--- src/rtl/clock_debug_pkg.sv ---
// ---------------------------------------------------------------------------
// clock_debug_pkg
//
// Purpose : Shared types and default sizes for the CPU clock debug
//           controller. It holds the controller state encoding, the encoding
//           of the external mode selector, and a helper function that maps a
//           requested mode onto the state the controller enters when a start
//           command is accepted.
//
// Contents:
//   state_e          - controller states (HALTED, RUN, STEP, BREAK)
//   mode_e           - values presented on the 2-bit mode input
//   DEF_*            - default parameter values used by the modules
//   mode_to_state()  - mode selector -> running state
// ---------------------------------------------------------------------------
package clock_debug_pkg;

  // Controller states. HALTED is the all-zero code so a cleared register
  // always lands in the safe, non-pulsing state.
  typedef enum logic [1:0] {
    ST_HALTED = 2'd0,
    ST_RUN    = 2'd1,
    ST_STEP   = 2'd2,
    ST_BREAK  = 2'd3
  } state_e;

  // Encoding of the external mode selector.
  typedef enum logic [1:0] {
    MODE_RUN   = 2'd0,
    MODE_STEP  = 2'd1,
    MODE_BREAK = 2'd2,
    MODE_RSVD  = 2'd3
  } mode_e;

  // Default sizes for the controller and its divider.
  localparam int DEF_ADDR_W = 8;
  localparam int DEF_NUM_BP = 4;
  localparam int DEF_STEP_W = 8;
  localparam int DEF_DIV_W  = 8;

  // Width of the free-running pulse counter.
  localparam int PULSE_CNT_W = 32;

  // Map a mode selector value onto the running state it requests.
  // The reserved code maps to HALTED, so a start with mode 3 does nothing.
  function automatic state_e mode_to_state(input logic [1:0] mode_sel);
    state_e st;
    st = ST_HALTED;
    case (mode_sel)
      MODE_RUN:   st = ST_RUN;
      MODE_STEP:  st = ST_STEP;
      MODE_BREAK: st = ST_BREAK;
      default:    st = ST_HALTED;
    endcase
    return st;
  endfunction

endpackage : clock_debug_pkg

--- src/rtl/clock_debug_ctrl_divider.sv ---
// ---------------------------------------------------------------------------
// clk_en_divider
//
// Purpose : Spacing counter for the CPU clock-enable pulses. After every
//           issued pulse the counter is loaded with the divider value and
//           then counts down once per cycle; a new pulse is due when it
//           reaches zero. A divider of 0 therefore allows a pulse every
//           cycle, and a divider of N spaces pulses N+1 cycles apart.
//           Because the divider value is only sampled on a load, changing
//           it mid-run affects the spacing after the next pulse.
//
// Ports   :
//   clk       in   system clock
//   rst       in   asynchronous reset, active low
//   clear     in   force the counter to zero (controller is halting/halted)
//   load      in   a pulse is being issued this cycle; reload from div
//   count_en  in   controller is active and waiting; count down one
//   div       in   [DIV_W] pulse spacing minus one
//   due       out  counter is at zero, so a pulse may be issued this cycle
// ---------------------------------------------------------------------------
module clk_en_divider
  import clock_debug_pkg::*;
#(
  parameter int DIV_W = DEF_DIV_W
) (
  input  logic             clk,
  input  logic             rst,
  input  logic             clear,
  input  logic             load,
  input  logic             count_en,
  input  logic [DIV_W-1:0] div,
  output logic             due
);

  logic [DIV_W-1:0] cnt_q;
  logic [DIV_W-1:0] cnt_d;

  // A pulse is due whenever the spacing counter has run out.
  assign due = (cnt_q == '0);

  // Next-count selection. Clearing wins over loading so a halt in the same
  // cycle as a would-be pulse leaves the counter parked at zero; this makes
  // the very first pulse after a start available immediately.
  always_comb begin
    cnt_d = cnt_q;
    if (clear) begin
      cnt_d = '0;
    end else if (load) begin
      cnt_d = div;
    end else if (count_en && (cnt_q != '0)) begin
      cnt_d = cnt_q - DIV_W'(1);
    end
  end

  // Counter register with asynchronous reset to zero.
  always_ff @(posedge clk or negedge rst) begin
    if (!rst) begin
      cnt_q <= '0;
    end else begin
      cnt_q <= cnt_d;
    end
  end

endmodule : clk_en_divider

--- src/rtl/clock_debug_ctrl.sv ---
// ---------------------------------------------------------------------------
// clock_debug_ctrl
//
// Purpose : Debug clock controller for a CPU. It gates the CPU by issuing
//           single-cycle clock-enable pulses and supports three ways of
//           running:
//             RUN   - pulse continuously until halted by command
//             STEP  - issue a captured number of pulses, then halt
//             BREAK - pulse continuously, halting in place of a pulse when
//                     the CPU address matches an enabled breakpoint
//           A start command is a rising edge on cmd_start and is only
//           accepted while halted. cmd_halt forces the controller back to
//           HALTED and overrides everything else. All outputs are
//           registered.
//
// Ports   :
//   clk         in   system clock
//   rst         in   asynchronous reset, active low
//   mode        in   [2]  0 RUN, 1 STEP, 2 BREAK, 3 reserved
//   cmd_start   in   start level; a rising edge requests a start
//   cmd_halt    in   halt level; acts on every cycle it is high
//   step_count  in   [STEP_W] pulses per STEP command (0 means 1)
//   div         in   [DIV_W] pulse spacing minus one
//   bp_addr     in   [NUM_BP*ADDR_W] breakpoint addresses, channel i at
//                    [i*ADDR_W +: ADDR_W]
//   bp_valid    in   [NUM_BP] per-channel breakpoint enable
//   cpu_addr    in   [ADDR_W] current CPU address
//   cpu_clk_en  out  single-cycle CPU clock-enable pulse
//   busy        out  controller is not halted
//   halted      out  controller is halted
//   bp_hit      out  [NUM_BP] channels that matched at the last break stop
//   pulse_cnt   out  [32] total pulses issued, wrapping
// ---------------------------------------------------------------------------
module clock_debug_ctrl
  import clock_debug_pkg::*;
#(
  parameter int ADDR_W = DEF_ADDR_W,
  parameter int NUM_BP = DEF_NUM_BP,
  parameter int STEP_W = DEF_STEP_W,
  parameter int DIV_W  = DEF_DIV_W
) (
  input  logic                     clk,
  input  logic                     rst,
  input  logic [1:0]               mode,
  input  logic                     cmd_start,
  input  logic                     cmd_halt,
  input  logic [STEP_W-1:0]        step_count,
  input  logic [DIV_W-1:0]         div,
  input  logic [NUM_BP*ADDR_W-1:0] bp_addr,
  input  logic [NUM_BP-1:0]        bp_valid,
  input  logic [ADDR_W-1:0]        cpu_addr,
  output logic                     cpu_clk_en,
  output logic                     busy,
  output logic                     halted,
  output logic [NUM_BP-1:0]        bp_hit,
  output logic [PULSE_CNT_W-1:0]   pulse_cnt
);

  // Controller state and registered outputs.
  state_e                   state_q, state_d;
  logic                     start_prev_q;
  logic [STEP_W-1:0]        step_rem_q, step_rem_d;
  logic [NUM_BP-1:0]        bp_hit_q, bp_hit_d;
  logic [PULSE_CNT_W-1:0]   pulse_cnt_q, pulse_cnt_d;
  logic                     cpu_clk_en_q;
  logic                     busy_q;
  logic                     halted_q;

  // Internal decode.
  logic                     start_edge;
  logic                     fire;
  logic                     div_due;
  logic                     div_clear;
  logic                     div_count;
  logic [NUM_BP-1:0]        bp_match;

  // A start request is a rising edge on cmd_start. The history flop resets
  // high so a level held through reset release is not mistaken for an edge.
  assign start_edge = cmd_start & ~start_prev_q;

  // Per-channel breakpoint compare against the live CPU address. Several
  // channels may match at once; all of them are reported.
  always_comb begin
    bp_match = '0;
    for (int i = 0; i < NUM_BP; i++) begin
      bp_match[i] = bp_valid[i] && (bp_addr[i*ADDR_W +: ADDR_W] == cpu_addr);
    end
  end

  // Next-state and pulse decision.
  //
  // The pulse that accompanies an accepted start is issued from HALTED on
  // the same edge that enters the running state, so it appears in the very
  // next cycle. Because that first pulse never passes through the BREAK
  // branch, a resume from a breakpoint address always advances the CPU.
  //
  // step_rem holds the number of pulses still owed after the one being
  // issued. Once it reaches zero the next edge halts, independent of the
  // divider, so HALTED follows the last step pulse directly.
  always_comb begin
    state_d    = state_q;
    step_rem_d = step_rem_q;
    bp_hit_d   = bp_hit_q;
    fire       = 1'b0;

    if (cmd_halt) begin
      state_d = ST_HALTED;
    end else begin
      case (state_q)
        ST_HALTED: begin
          if (start_edge) begin
            bp_hit_d = '0;
            if (mode != MODE_RSVD) begin
              state_d    = mode_to_state(mode);
              fire       = 1'b1;
              step_rem_d = (step_count == '0) ? '0 : (step_count - STEP_W'(1));
            end
          end
        end

        ST_RUN: begin
          fire = div_due;
        end

        ST_STEP: begin
          if (step_rem_q == '0) begin
            state_d = ST_HALTED;
          end else if (div_due) begin
            fire       = 1'b1;
            step_rem_d = step_rem_q - STEP_W'(1);
          end
        end

        ST_BREAK: begin
          if (div_due) begin
            if (|bp_match) begin
              state_d  = ST_HALTED;
              bp_hit_d = bp_match;
            end else begin
              fire = 1'b1;
            end
          end
        end

        default: begin
          state_d = ST_HALTED;
        end
      endcase
    end

    pulse_cnt_d = pulse_cnt_q + PULSE_CNT_W'(fire);
  end

  // The divider is parked at zero whenever the controller is (or is about
  // to be) halted, and only counts down while a running state waits for
  // its next pulse.
  assign div_clear = (state_d == ST_HALTED);
  assign div_count = (state_q != ST_HALTED) && !div_due;

  clk_en_divider #(
    .DIV_W (DIV_W)
  ) u_divider (
    .clk      (clk),
    .rst      (rst),
    .clear    (div_clear),
    .load     (fire),
    .count_en (div_count),
    .div      (div),
    .due      (div_due)
  );

  // Controller registers. Status outputs are registered from the next
  // state so they always agree with the state register.
  always_ff @(posedge clk or negedge rst) begin
    if (!rst) begin
      state_q      <= ST_HALTED;
      start_prev_q <= 1'b1;
      step_rem_q   <= '0;
      bp_hit_q     <= '0;
      pulse_cnt_q  <= '0;
      cpu_clk_en_q <= 1'b0;
      busy_q       <= 1'b0;
      halted_q     <= 1'b1;
    end else begin
      state_q      <= state_d;
      start_prev_q <= cmd_start;
      step_rem_q   <= step_rem_d;
      bp_hit_q     <= bp_hit_d;
      pulse_cnt_q  <= pulse_cnt_d;
      cpu_clk_en_q <= fire;
      busy_q       <= (state_d != ST_HALTED);
      halted_q     <= (state_d == ST_HALTED);
    end
  end

  assign cpu_clk_en = cpu_clk_en_q;
  assign busy       = busy_q;
  assign halted     = halted_q;
  assign bp_hit     = bp_hit_q;
  assign pulse_cnt  = pulse_cnt_q;

endmodule : clock_debug_ctrl
--- config.mk ---
export PLATFORM = sky130hd
export DESIGN_NAME = clock_debug_ctrl
export DESIGN_NICKNAME = d
export VERILOG_FILES = /design/src/rtl/clock_debug_pkg.sv /design/src/rtl/clock_debug_ctrl_divider.sv /design/src/rtl/clock_debug_ctrl.sv
export SDC_FILE = /design/constraint.sdc
export NUM_CORES = 1
export LEC_CHECK = 0
export ABC_CLOCK_PERIOD_IN_PS = 3900
export CORE_ASPECT_RATIO = 0.7
export CORE_MARGIN = 5
export CORE_UTILIZATION = 49
export CTS_BUF_LIST = sky130_fd_sc_hd__clkbuf_8
export DETAILED_ROUTE_END_ITERATION = 10
export PLACE_DENSITY_LB_ADDON = 0.08
export SETUP_SLACK_MARGIN = 0.2
export SLEW_MARGIN = 30
export SYNTH_ARGS = -nofsm -noshare
export SYNTH_HDL_FRONTEND = slang
export SYNTH_SLANG_ARGS = --single-unit
--- constraint.sdc ---
create_clock -name clk -period 3.9 [get_ports clk]
set_input_delay 0.975 -clock clk [delete_from_list [all_inputs] [get_ports clk]]
set_output_delay 0.975 -clock clk [all_outputs]
set_load 0.03 [all_outputs]
; Yosys cells after proc, flatten, opt, wreduce, memory -nomap -nowiden
; Index checks and enable logic that the tools add are counted.
[totals]
ff_bits = 58
inputBits = 66
output_inout_bits = 39
elab_cells = 83
[classes]
addsub = 4
n_eq_ne = 16
mux = 29
bitwise = 3
n_reduce_logical = 22
[op_table]
columns = cell, n
row1 = 8-bit 2-to-1 mux, 8
row2 = 32-bit by 1-bit adder with 32-bit output, 1
row3 = 8-bit equality test, 4
row4 = 8-bit zero test, 3
row5 = "8-bit by 1-bit subtractor with 8-bit output, second input constant", 3
row6 = 8-bit case mux with 2 select lines, 1
row7 = "2-bit inequality test, second input constant", 7
row8 = 2-bit 2-to-1 mux, 6
row9 = 4-bit 2-to-1 mux, 3
row10 = 2-bit case mux with 3 select lines, 2
row11 = 4-bit case mux with 2 select lines, 1
row12 = 2-bit nonzero test, 4
row13 = 8-bit nonzero test, 1
row14 = 1-bit 2-to-1 mux, 7
row15 = "2-bit equality test, second input constant", 3
row16 = 1-bit logical AND, 6
row17 = 2-bit zero test, 3
row18 = 6-bit AND reduction, 1
row19 = 5-bit AND reduction, 1
row20 = "2-bit by 1-bit equality test with 1-bit output, second input constant", 2
row21 = 1-bit case mux with 4 select lines, 1
row22 = 4-bit OR reduction, 1
row23 = 3-bit nonzero test, 1
row24 = 1-bit inverter, 2
row25 = other kinds (2), 2

; Logic depth before layout (Yosys ltp)
[logic_depth]
ltp_word = 9
mapped_depth = 17
mapped_depth_nobuf = 15

; Hierarchy
; From an unflattened synthesis, not the netlist that was laid out.
[unflattened]
cells_unflattened = 373
area_unflattened_um2 = 3604.7
[by_module_without_submodules]
columns = module, n_inst, cells_each, area_per_inst_um2, seq_area_each_um2
row1 = clock_debug_ctrl, 1, 312, 3049.2, 1253.7
row2 = clk_en_divider, 1, 61, 555.5, 200.2

; Worst setup path before layout
; OpenSTA, ideal clock, no wires.
[synth_path]
path_type = input-to-reg
start = in mode[0]
end = reg pulse_cnt_q[26] (netlist: pulse_cnt[26])
setup_ns = 0.134
arrival_time_ns = 3.602
required_ns = 3.766
setup_slack_ns = 0.164
cell_stages = 15
path_buffers = 2
cell_sequence = ha_1 -> nor4b_4 -> a22oi_1 -> or2_0 -> clkbuf_1 -> nor2_1 -> ha_1 -> ha_1 -> and3_1 -> and4_1 -> buf_2 -> nand4_1 -> nor2_1 -> nand2_1 -> xnor2_1
[synth_via]
elab_chain_len = 6
[synth_lines]
columns = item, line_no
row1 = start: declaration, clock_debug_ctrl.sv:44  ; input logic [1:0] mode,
row2 = 2-bit inequality test, clock_debug_ctrl.sv:113  ; if (mode != MODE_RSVD) begin
row3 = 1-bit 2-to-1 mux, clock_debug_ctrl.sv:113
row4 = 1-bit 2-to-1 mux, clock_debug_ctrl.sv:111  ; if (start_edge) begin
row5 = 1-bit case mux with 4 select lines, clock_debug_ctrl.sv:109  ; case (state_q)
row6 = 1-bit 2-to-1 mux, clock_debug_ctrl.sv:106  ; if (cmd_halt) begin
row7 = named net fire, clock_debug_ctrl.sv:71  ; logic fire;
row8 = 32-bit by 1-bit adder with 32-bit output, clock_debug_ctrl.sv:151  ; pulse_cnt_d = pulse_cnt_q + PULSE_CNT_W'(fire);
row9 = named net pulse_cnt_d[26], clock_debug_ctrl.sv:64  ; logic [PULSE_CNT_W-1:0] pulse_cnt_q, pulse_cnt_d;
row10 = end signal: assignment, clock_debug_ctrl.sv:189  ; pulse_cnt_q <= pulse_cnt_d;
row11 = end: declaration, clock_debug_ctrl.sv:64
; The timed path passes the listed nets, and every way through them passes these cells.
; A chain may end at the register's enable or synchronous reset.

; Worst setup path in the final report
[layout_path]
start = in bp_addr[9]
end = reg pulse_cnt_q[18] (netlist: pulse_cnt[18])
[layout_via]
elab_chain_len = 8
[layout_lines]
columns = item, line_no
row1 = start: declaration, clock_debug_ctrl.sv:49  ; input logic [NUM_BP*ADDR_W-1:0] bp_addr,
row2 = 8-bit equality test, clock_debug_ctrl.sv:86  ; bp_match[i] = bp_valid[i] && (bp_addr[i*ADDR_W +: ADDR_W] == cpu_addr);
row3 = 1-bit logical AND, clock_debug_ctrl.sv:86
row4 = 4-bit OR reduction, clock_debug_ctrl.sv:136  ; if (|bp_match) begin
row5 = 1-bit 2-to-1 mux, clock_debug_ctrl.sv:136
row6 = 1-bit 2-to-1 mux, clock_debug_ctrl.sv:135  ; if (div_due) begin
row7 = 1-bit case mux with 4 select lines, clock_debug_ctrl.sv:109
row8 = 1-bit 2-to-1 mux, clock_debug_ctrl.sv:106
row9 = named net fire, clock_debug_ctrl.sv:71
row10 = 32-bit by 1-bit adder with 32-bit output, clock_debug_ctrl.sv:151
row11 = named net pulse_cnt_d[18], clock_debug_ctrl.sv:64
; The timed path passes the listed nets, and every way through them passes these cells.

==> results.ini <==
[status]
status=complete, no violations

[pwr]
ir_drop_mv=0.3628
power.leakage_nw=2.222
powerDensity_nw_per_um2=358.2
fin_total_pwr_mw=1.795

[grt]
grt_pass1_wl_um=15190
grt_antenna_before_repair=0
gr-usage-all-layers_pct=21.10
overflow=0
grt_pass1_vias=3045
grt_max_degree=47

[placement]
io_buffers=104
dp_hpwl_um=7151
gp_congestion=0.8269
place_inst=561
place_ws_ns=-0.1826

[cts]
cts_tree=done
clockBufferDepth=2
cts.sinks=58
cts_buffers=9
clock_latency_ns=0.34
hold_buffers=0
root_buffer=clkbuf_8
htree_levels=3
clk_pin_slew_worst_paths_ns=0.06

[logic_synthesis]
ys_types=53
synth.avg_cell_area_um2=9.798
synth_edf_count=0
syn_area_um2=3537
synth_seq_cells=58
syn-num-nets=436
synth_warnings=0
yosys_most_used_dff=dfrtp_1
synthArstFlopShare_pct=100.0
netlist_instances=361
ys_seq_area_share_pct=41.10

[worst_setup_path]
cp_max_fo=4
cp-start-kind=input pin
r2r-end=pulse_cnt[18]
endpoint_kind=register
rr_worst_depth=13
crit_chain=clkdlybuf4s50_1 -> xnor2_1 -> nand4_1 -> nor3_2 -> o41a_2 -> nor2_2 -> ha_2 -> ha_4 -> and3_4 -> and4_4 -> nand4_1 -> buf_4 -> buf_4 -> xnor2_1
cpMaxStageDelayCell=o41a_2
worstPathRequired_ns=4.12
arrival_ns=3.81
reg2reg_slack_ns=0.83
critical_path_class=in -> reg
r2r-start=u_divider.cnt_q[3]
critical_path.max_stage_delay_ns=0.52

[timing]
hold_viol_final=0
fin_crit_sh_pct=91.99
slew_headroom_pct=60.03
finClkSkew_ns=0.008579
rsz0062_at_grt=no
fin_crit_ns=3.588
finalSetupViolations=0
tightestPinTransition_ns=0.5976
clock.fmax_ghz=0.2787
finalWorstSetupSlack_ns=0.3124
drv_slew=0
fin_setup_tns_ns=0

[drt]
drc=0
drt-pass1-iter-count=4
via_count=3089
viasPerCell=5.308
wl_per_cell_um=15.71
wirelength_um=9143
ant_nets=0
dr.first_iter.drc_count=103

[worst_hold_path]
worstHoldStart=pulse_cnt[31]
hold_class=reg -> reg
hold_path_end=pulse_cnt[31]
hold_path_depth=1

[job]
maxCapViolCount=0

[finish]
final_cell_mix=clkdlybuf4s50_1 (93), dfrtp_1 (56), xnor2_1 (54)
antenna_cells=0
final_nets=558
layout_commonest_cell=clkdlybuf4s50_1
drive_gt1_share_pct=13.73
final_cells=582
syn_to_final_growth_pct=41.67

[die]
dieArea_um2=9045
chipWidth_um=111.6
die_h_um=81.09
initial_core_util_pct=51.40
coreArea_um2=6882
io_pins=105
rows=25

## timing repair
action | 4_1_cts | 5_1_grt
pin swaps | 1 | 7
resized for setup | 0 | 16
setup endpoints to repair | 9 | 14
buffers inserted | 1 | 4
## per-stage QoR
step	cell area (µm²)	hold slack [ns]	util, %
CTS	4943	0.4690	71.84
floorplan	3566	0.5053	-
global route	5011	0.4897	72.82
detailed placement	4761	0.4578	69.18
finish	5011	0.4621	72.82
global placement	4758	0.4545	69.15
## worst max path at each step
stage,cells after the start,from,to,slack (ns)
2_1_floorplan,15,mode[0],pulse_cnt[26],0.20
3_3_place_gp,14,mode[0],pulse_cnt[28],-0.11
3_5_place_dp,14,mode[1],pulse_cnt[30],-0.18
4_1_cts,15,mode[1],pulse_cnt[24],0.22
5_1_grt,14,bp_addr[12],pulse_cnt[18],0.22
6_report,14,bp_addr[9],pulse_cnt[18],0.31
## final cells by class
class                      count  area [µm²]
fill                         514        1871
inverter                      13       48.80
multi-input combinational    275        1987
clock buffer                  11       151.4
sequential                    58        1454
timing repair buffer         126        1229
clock inverter                 5       23.77
tap                           94       117.6
## critical path: cells and delay by family
kind / cells / cell delay (ns)
simple gates: 6 / 0.92
buf+inv: 3 / 0.76
xor+xnor: 2 / 0.25
fa+ha+maj: 2 / 0.37
compound gates: 1 / 0.52
## synthesized netlist by cell type, drive strengths merged (2+ instances only)
cell | number | area [µm²]
clkbuf | 10 | 47.55
nor3b | 2 | 15.01
ha | 9 | 112.6
nand3 | 21 | 105.1
a31oi | 2 | 27.53
xor2 | 19 | 166.4
and2 | 2 | 12.51
xnor2 | 54 | 473.0
a21oi | 11 | 62.56
o31ai | 2 | 20.02
nor4b | 4 | 50.05
nor3 | 20 | 136.4
nand2 | 38 | 142.6
a22o | 5 | 45.04
nor4 | 4 | 70.07
o21ai | 17 | 96.34
inv | 13 | 48.80
nand4 | 8 | 50.05
o22ai | 4 | 25.02
buf | 5 | 40.04
o32ai | 2 | 17.52
nor2 | 21 | 81.33
dfrtp | 56 | 1401
and3 | 11 | 68.82
and4 | 3 | 26.28
nand2b | 4 | 25.02
dfstp | 2 | 52.55
## layer usage
layer / GRT usage, % / share of wire, % / wire (µm) / vias up
met5: 0 / 0 / 0 / -
met3: 6.850 / 5.9 / 536 / 10
li1: - / - / - / 1494
met2: 32.31 / 45 / 4082 / 95
met1: 29.06 / 49 / 4442 / 1490
met4: 5.711 / 0.90 / 82 / 0
## sequential cells by signal, summed over array words and instances (netlist names)
register and flops:
u_divider.cnt_q 8, state_q 2, step_rem_q 8, halted 1
bp_hit 4, start_prev_q 1, busy 1, cpu_clk_en 1
pulse_cnt 32
## cells by family after synthesis
| family | after synthesis | share of synthesized area [%] |
|---|---|---|
| buffers and inverters | 28 | 3.856 |
| XOR/XNOR | 73 | 18.08 |
| AND/OR/NAND/NOR | 142 | 22.89 |
| AO/OA/AOI/OAI | 51 | 10.90 |
| flip-flops | 58 | 41.10 |
| adder cells (fa/ha/maj) | 9 | 3.184 |
## report_power, final
group | switching (mW) | internal, mW | leakage, nW
registers | 0.0894 | 0.676 | 0.773
clock network | 0.224 | 0.257 | 0.0991
logic | 0.284 | 0.265 | 1.35
total | 0.597 | 1.20 | 2.22
Power figures use the tool's default switching activity.
==> edit 1: new RTL, config.mk and constraints unchanged <==
Reset style: synchronous (`rst`), changed in 2 clocked blocks. Comments in the files are not updated.
--- a/src/rtl/clock_debug_ctrl_divider.sv
+++ b/src/rtl/clock_debug_ctrl_divider.sv
@@ -53,7 +53,7 @@
   end
 
   // Counter register with asynchronous reset to zero.
-  always_ff @(posedge clk or negedge rst) begin
+  always_ff @(posedge clk) begin
     if (!rst) begin
       cnt_q <= '0;
     end else begin
--- a/src/rtl/clock_debug_ctrl.sv
+++ b/src/rtl/clock_debug_ctrl.sv
@@ -171,7 +171,7 @@
 
   // Controller registers. Status outputs are registered from the next
   // state so they always agree with the state register.
-  always_ff @(posedge clk or negedge rst) begin
+  always_ff @(posedge clk) begin
     if (!rst) begin
       state_q      <= ST_HALTED;
       start_prev_q <= 1'b1;
Behaviour: differs if rst is asserted again (counterexample within 4 cycles, from zero or initial values and one cycle with rst low); with rst held inactive, the same outputs for 10 cycles.
==> edit 1 against the unedited design <==
Non-clock buffer count rose by 2. Global-route usage is 0.23 points higher. Sequential cell count unchanged. Setup slack improved by 0.085 ns. Routed wire length decreased by 0.55%. Sequential share of layout area down 5.3 points. Cell area fell by 2.4%. Hold slack got worse by 0.0023 ns. Synthesized area shrank 6.7%. Critical path type is now flip-flop to flip-flop. Largest cell class unchanged.
Power is not compared: it rests on default switching activity, and its combinational part moved more than twofold at a synthesized area within 25%.
==> edit 1: results (changes against the unedited design) <==
.. list-table::
   :header-rows: 1

   * - Metric
     - Value
   * - Total number of vias
     - 3224 (+4.4%)
   * - GPL Wtd Cong
     - 0.8624 (+4.3%)
   * - Number of fill cells
     - 541 (+5.3%)
   * - DP HPWL
     - 6.603 mm (-7.7%)
   * - Biggest area contributors in the synthesized netlist
     - dfxtp_1 35%, xnor2_1 13%, xor2_1 6.4%, nor2_1 6.3%, nand2_1 4.3%
   * - Post-synth ARST share
     - 0 (-1.000)
   * - Worst clock skew on the final layout
     - 0.006274 ns (-0.002305 ns)
   * - Delay contributed by the slowest stage of the critical path
     - 0.57 ns (+0.05 ns)
   * - Mean area per synthesized cell
     - 8.147 um2 (-17%)
   * - Placed instance count
     - 604 (+7.7%)
   * - Category of the most critical setup path
     - flip-flop to flip-flop
   * - Worst Reg-to-Reg Cells
     - 15 (+2)
   * - Part of the Yosys area used for sequential elements
     - 0.3519 (-0.05912)
   * - First-pass GRT wire length
     - 14.68 mm (-3.4%)
   * - Run status
     - finished clean
   * - Distinct cells, synth
     - 51 (-3.8%)
   * - Final wirelength
     - 9.093 mm (-0.55%)
   * - Type of element launching the critical path
     - flip-flop
   * - Net count after synthesis
     - 480 (+10%)
   * - Critical path arrival
     - 3.72 ns (-0.09 ns)
   * - Destination of the worst register-to-register timing path
     - pulse_cnt[28]$_SDFF_PN0_
   * - Cell area after placement
     - 4547 um2 (-4.5%)
   * - Least-Margin Pin Slew
     - 0.5369 ns (-0.06067 ns)
   * - Number of DRC markers after the initial detailed-route iteration
     - 141 (+37%)
   * - Slowest library cell on the worst path
     - or4_4
   * - Avg WL per Cell
     - 14.57 um (-7.2%)
   * - Commonest cells post-synth
     - 58 x dfxtp_1, 55 x nor2_1, 48 x xnor2_1, 38 x nand2_1
   * - Worst min-delay path startpoint
     - bp_hit[3]$_SDFFE_PN0P_
   * - Worst setup slack for register-to-register paths
     - 0.40 ns (-0.43 ns)
   * - Largest net degree at the start of global routing
     - 36 (-23%)
   * - Worst flop-to-flop path startpoint
     - u_divider.cnt_q[2]$_SDFFE_PP0P_
## edit 1: power groups by stage
stage          Sequential (uW)  Clock, uW  Combinational [uW]
6_report                   604        526                 204
5_1_grt                    604        568                 222
4_1_cts                    603        539                 197
3_5_place_dp               616          0                 195
3_3_place_gp               616          0                 193
2_1_floorplan              619          0                96.3
## edit 1: area by class of cell
class	count	area [um2]	share of cell area
tap	94	117.6	0.02404
timing repair buffer	128	1246	0.2547
clock inverter	7	62.56	0.01279
sequential	58	1161	0.2373
multi-input combinational	315	2132	0.4358
inverter	13	48.80	0.009974
clock buffer	9	123.9	0.02532
## edit 1: kinds of logic after synthesis
kind of cell    synth area share
simple gates              0.2605
buf+inv                  0.03981
xor+xnor                  0.1911
flops                     0.3519
mux                     0.003034
fa+ha+maj                0.03413
compound gates            0.1195
## edit 1: repair_timing
action | in CTS | in global routing
setup endpoints to repair | 7 | 13
gates resized for setup | 4 | 29
buffers inserted | 0 | 4
pin swaps | 0 | 7
## edit 1: worst min path at each step
| stage | end | slack (ns) | cells after the start |
|---|---|---|---|
| 6_report | bp_hit[3]$_SDFFE_PN0P_ | 0.46 | 2 |
| 3_5_place_dp | bp_hit[0]$_SDFFE_PN0P_ | 0.45 | 2 |
| 2_1_floorplan | step_rem_q[6]$_SDFFE_PN0P_ | 0.46 | 2 |
| 3_3_place_gp | bp_hit[3]$_SDFFE_PN0P_ | 0.45 | 2 |
| 5_1_grt | bp_hit[2]$_SDFFE_PN0P_ | 0.48 | 2 |
| 4_1_cts | bp_hit[3]$_SDFFE_PN0P_ | 0.46 | 2 |
## edit 1: stage by stage
step | hold WS [ns] | worst slack (ns)
3_5_place_dp | 0.4489 | -0.3363
5_1_grt | 0.4778 | 0.1694
3_3_place_gp | 0.4471 | -0.1791
4_1_cts | 0.4619 | 0.1910
2_1_floorplan | 0.4634 | 0.2024
6_report | 0.4598 | 0.3969
## edit 1: worst min-delay path: cells and delay by family, from the launching register on
kind	cells	cell delay (ns)
DFF	1	0.31
AOI/OAI and AO/OA	1	0.05
and+or+nand+nor	1	0.05
## edit 1: layer usage
| metal | up-vias | share of wire | track usage |
|---|---|---|---|
| met2 | 111 | 0.45 | 0.3356 |
| met4 | 0 | 0.017 | 0.07188 |
| met1 | 1465 | 0.45 | 0.2784 |
| met5 | - | 0 | 0 |
| met3 | 17 | 0.076 | 0.06409 |
| li1 | 1631 | - | - |
==> edit 2: new RTL, same settings <==
Without the edit above. `PULSE_CNT_W`: 32 -> 16.
--- a/src/rtl/clock_debug_pkg.sv
+++ b/src/rtl/clock_debug_pkg.sv
@@ -39,7 +39,7 @@
   localparam int DEF_DIV_W  = 8;
 
   // Width of the free-running pulse counter.
-  localparam int PULSE_CNT_W = 32;
+  localparam int PULSE_CNT_W = 16;
 
   // Map a mode selector value onto the running state it requests.
   // The reserved code maps to HALTED, so a start with mode 3 does nothing.
Ports: changed (resized pulse_cnt); port bits go from 105 to 89. The function was not compared with the original's and may differ.
==> edit 2 against the unedited design <==
Power decreased by 19%. Cell area decreased by 21%. Routed wire length decreased by 18%. Sequential power decreased by 23%. Setup slack improved by 0.073 ns. Die area decreased by 17%. Largest cell class unchanged. Non-clock buffer count decreased by 30. Synthesized area decreased by 19%. Sequential cell count decreased by 16.
==> edit 2: results (changes against the unedited design) <==
.. list-table::
   :header-rows: 1

   * - Metric
     - Value
   * - Run status
     - finished clean
   * - Met3 GRT Util
     - 0.06926 (+0.0007566)
   * - Largest net degree at the start of global routing
     - 43 (-8.5%)
   * - #FFs+latches synth
     - 42 (-28%)
   * - Worst flop-to-flop path startpoint
     - step_rem_q[0]$_DFFE_PN0P_
   * - Register Area
     - 1054 um2 (-28%)
   * - CTS H-Tree Depth
     - 2 (-1)
   * - Post-route met1 wirelength
     - 3.385 mm (-24%)
   * - Slowest library cell on the worst path
     - or3b_2
   * - Cell area after placement
     - 3819 um2 (-20%)
   * - Net count after synthesis
     - 407 (-6.7%)
   * - Cell-internal power
     - 920.8 uW (-23%)
   * - Commonest cells post-synth
     - 48 x xnor2_1, 40 x dfrtp_1, 37 x nand2_1, 23 x nor2_1, 20 x o21ai_0
   * - Port bufs
     - 88 (-15%)
   * - GPL Wtd Cong
     - 0.9214 (+11%)
   * - Number of multi-input combinational cells in the layout
     - 257 (-6.5%)
   * - Final wirelength
     - 7.529 mm (-18%)
   * - Share of cells above drive strength 1
     - 0.06921 (-0.06808)
   * - Worst hold slack across all endpoints
     - 0.4755 ns (+0.01338 ns)
   * - Post-CTS setup-driven buffer insertion count
     - 0 (-1)
   * - Number of clock buffers in the layout
     - 6 (-5)
   * - Area fraction of clock buffers and clock inverters
     - 0.02417 (-0.01078)
   * - Clock buffers created by TritonCTS
     - 5 (-4)
   * - DP HPWL
     - 6.033 mm (-16%)
   * - GR met2 Demand/Resource
     - 0.3152 (-0.007887)
   * - Routed via count divided by cell count
     - 5.512 (+3.9%)
[edit 2: power groups by stage]
stage	clock network (uW)	logic, uW	registers, uW
finish	293	581	589
global route	311	638	601
detailed placement	0	575	595
CTS	302	577	586
floorplan	0	314	623
global placement	0	560	590
[edit 2: worst max-delay path by stage]
| stage | start | endpoint | slack [ns] |
|---|---|---|---|
| 2_1_floorplan | mode[0] | pulse_cnt[9]$_DFF_PN0_ | 0.31 |
| 5_1_grt | mode[1] | pulse_cnt[12]$_DFF_PN0_ | 0.20 |
| 3_5_place_dp | mode[1] | pulse_cnt[12]$_DFF_PN0_ | -0.05 |
| 3_3_place_gp | mode[1] | pulse_cnt[12]$_DFF_PN0_ | 0.05 |
| 6_report | mode[1] | pulse_cnt[12]$_DFF_PN0_ | 0.39 |
| 4_1_cts | mode[1] | pulse_cnt[12]$_DFF_PN0_ | 0.25 |
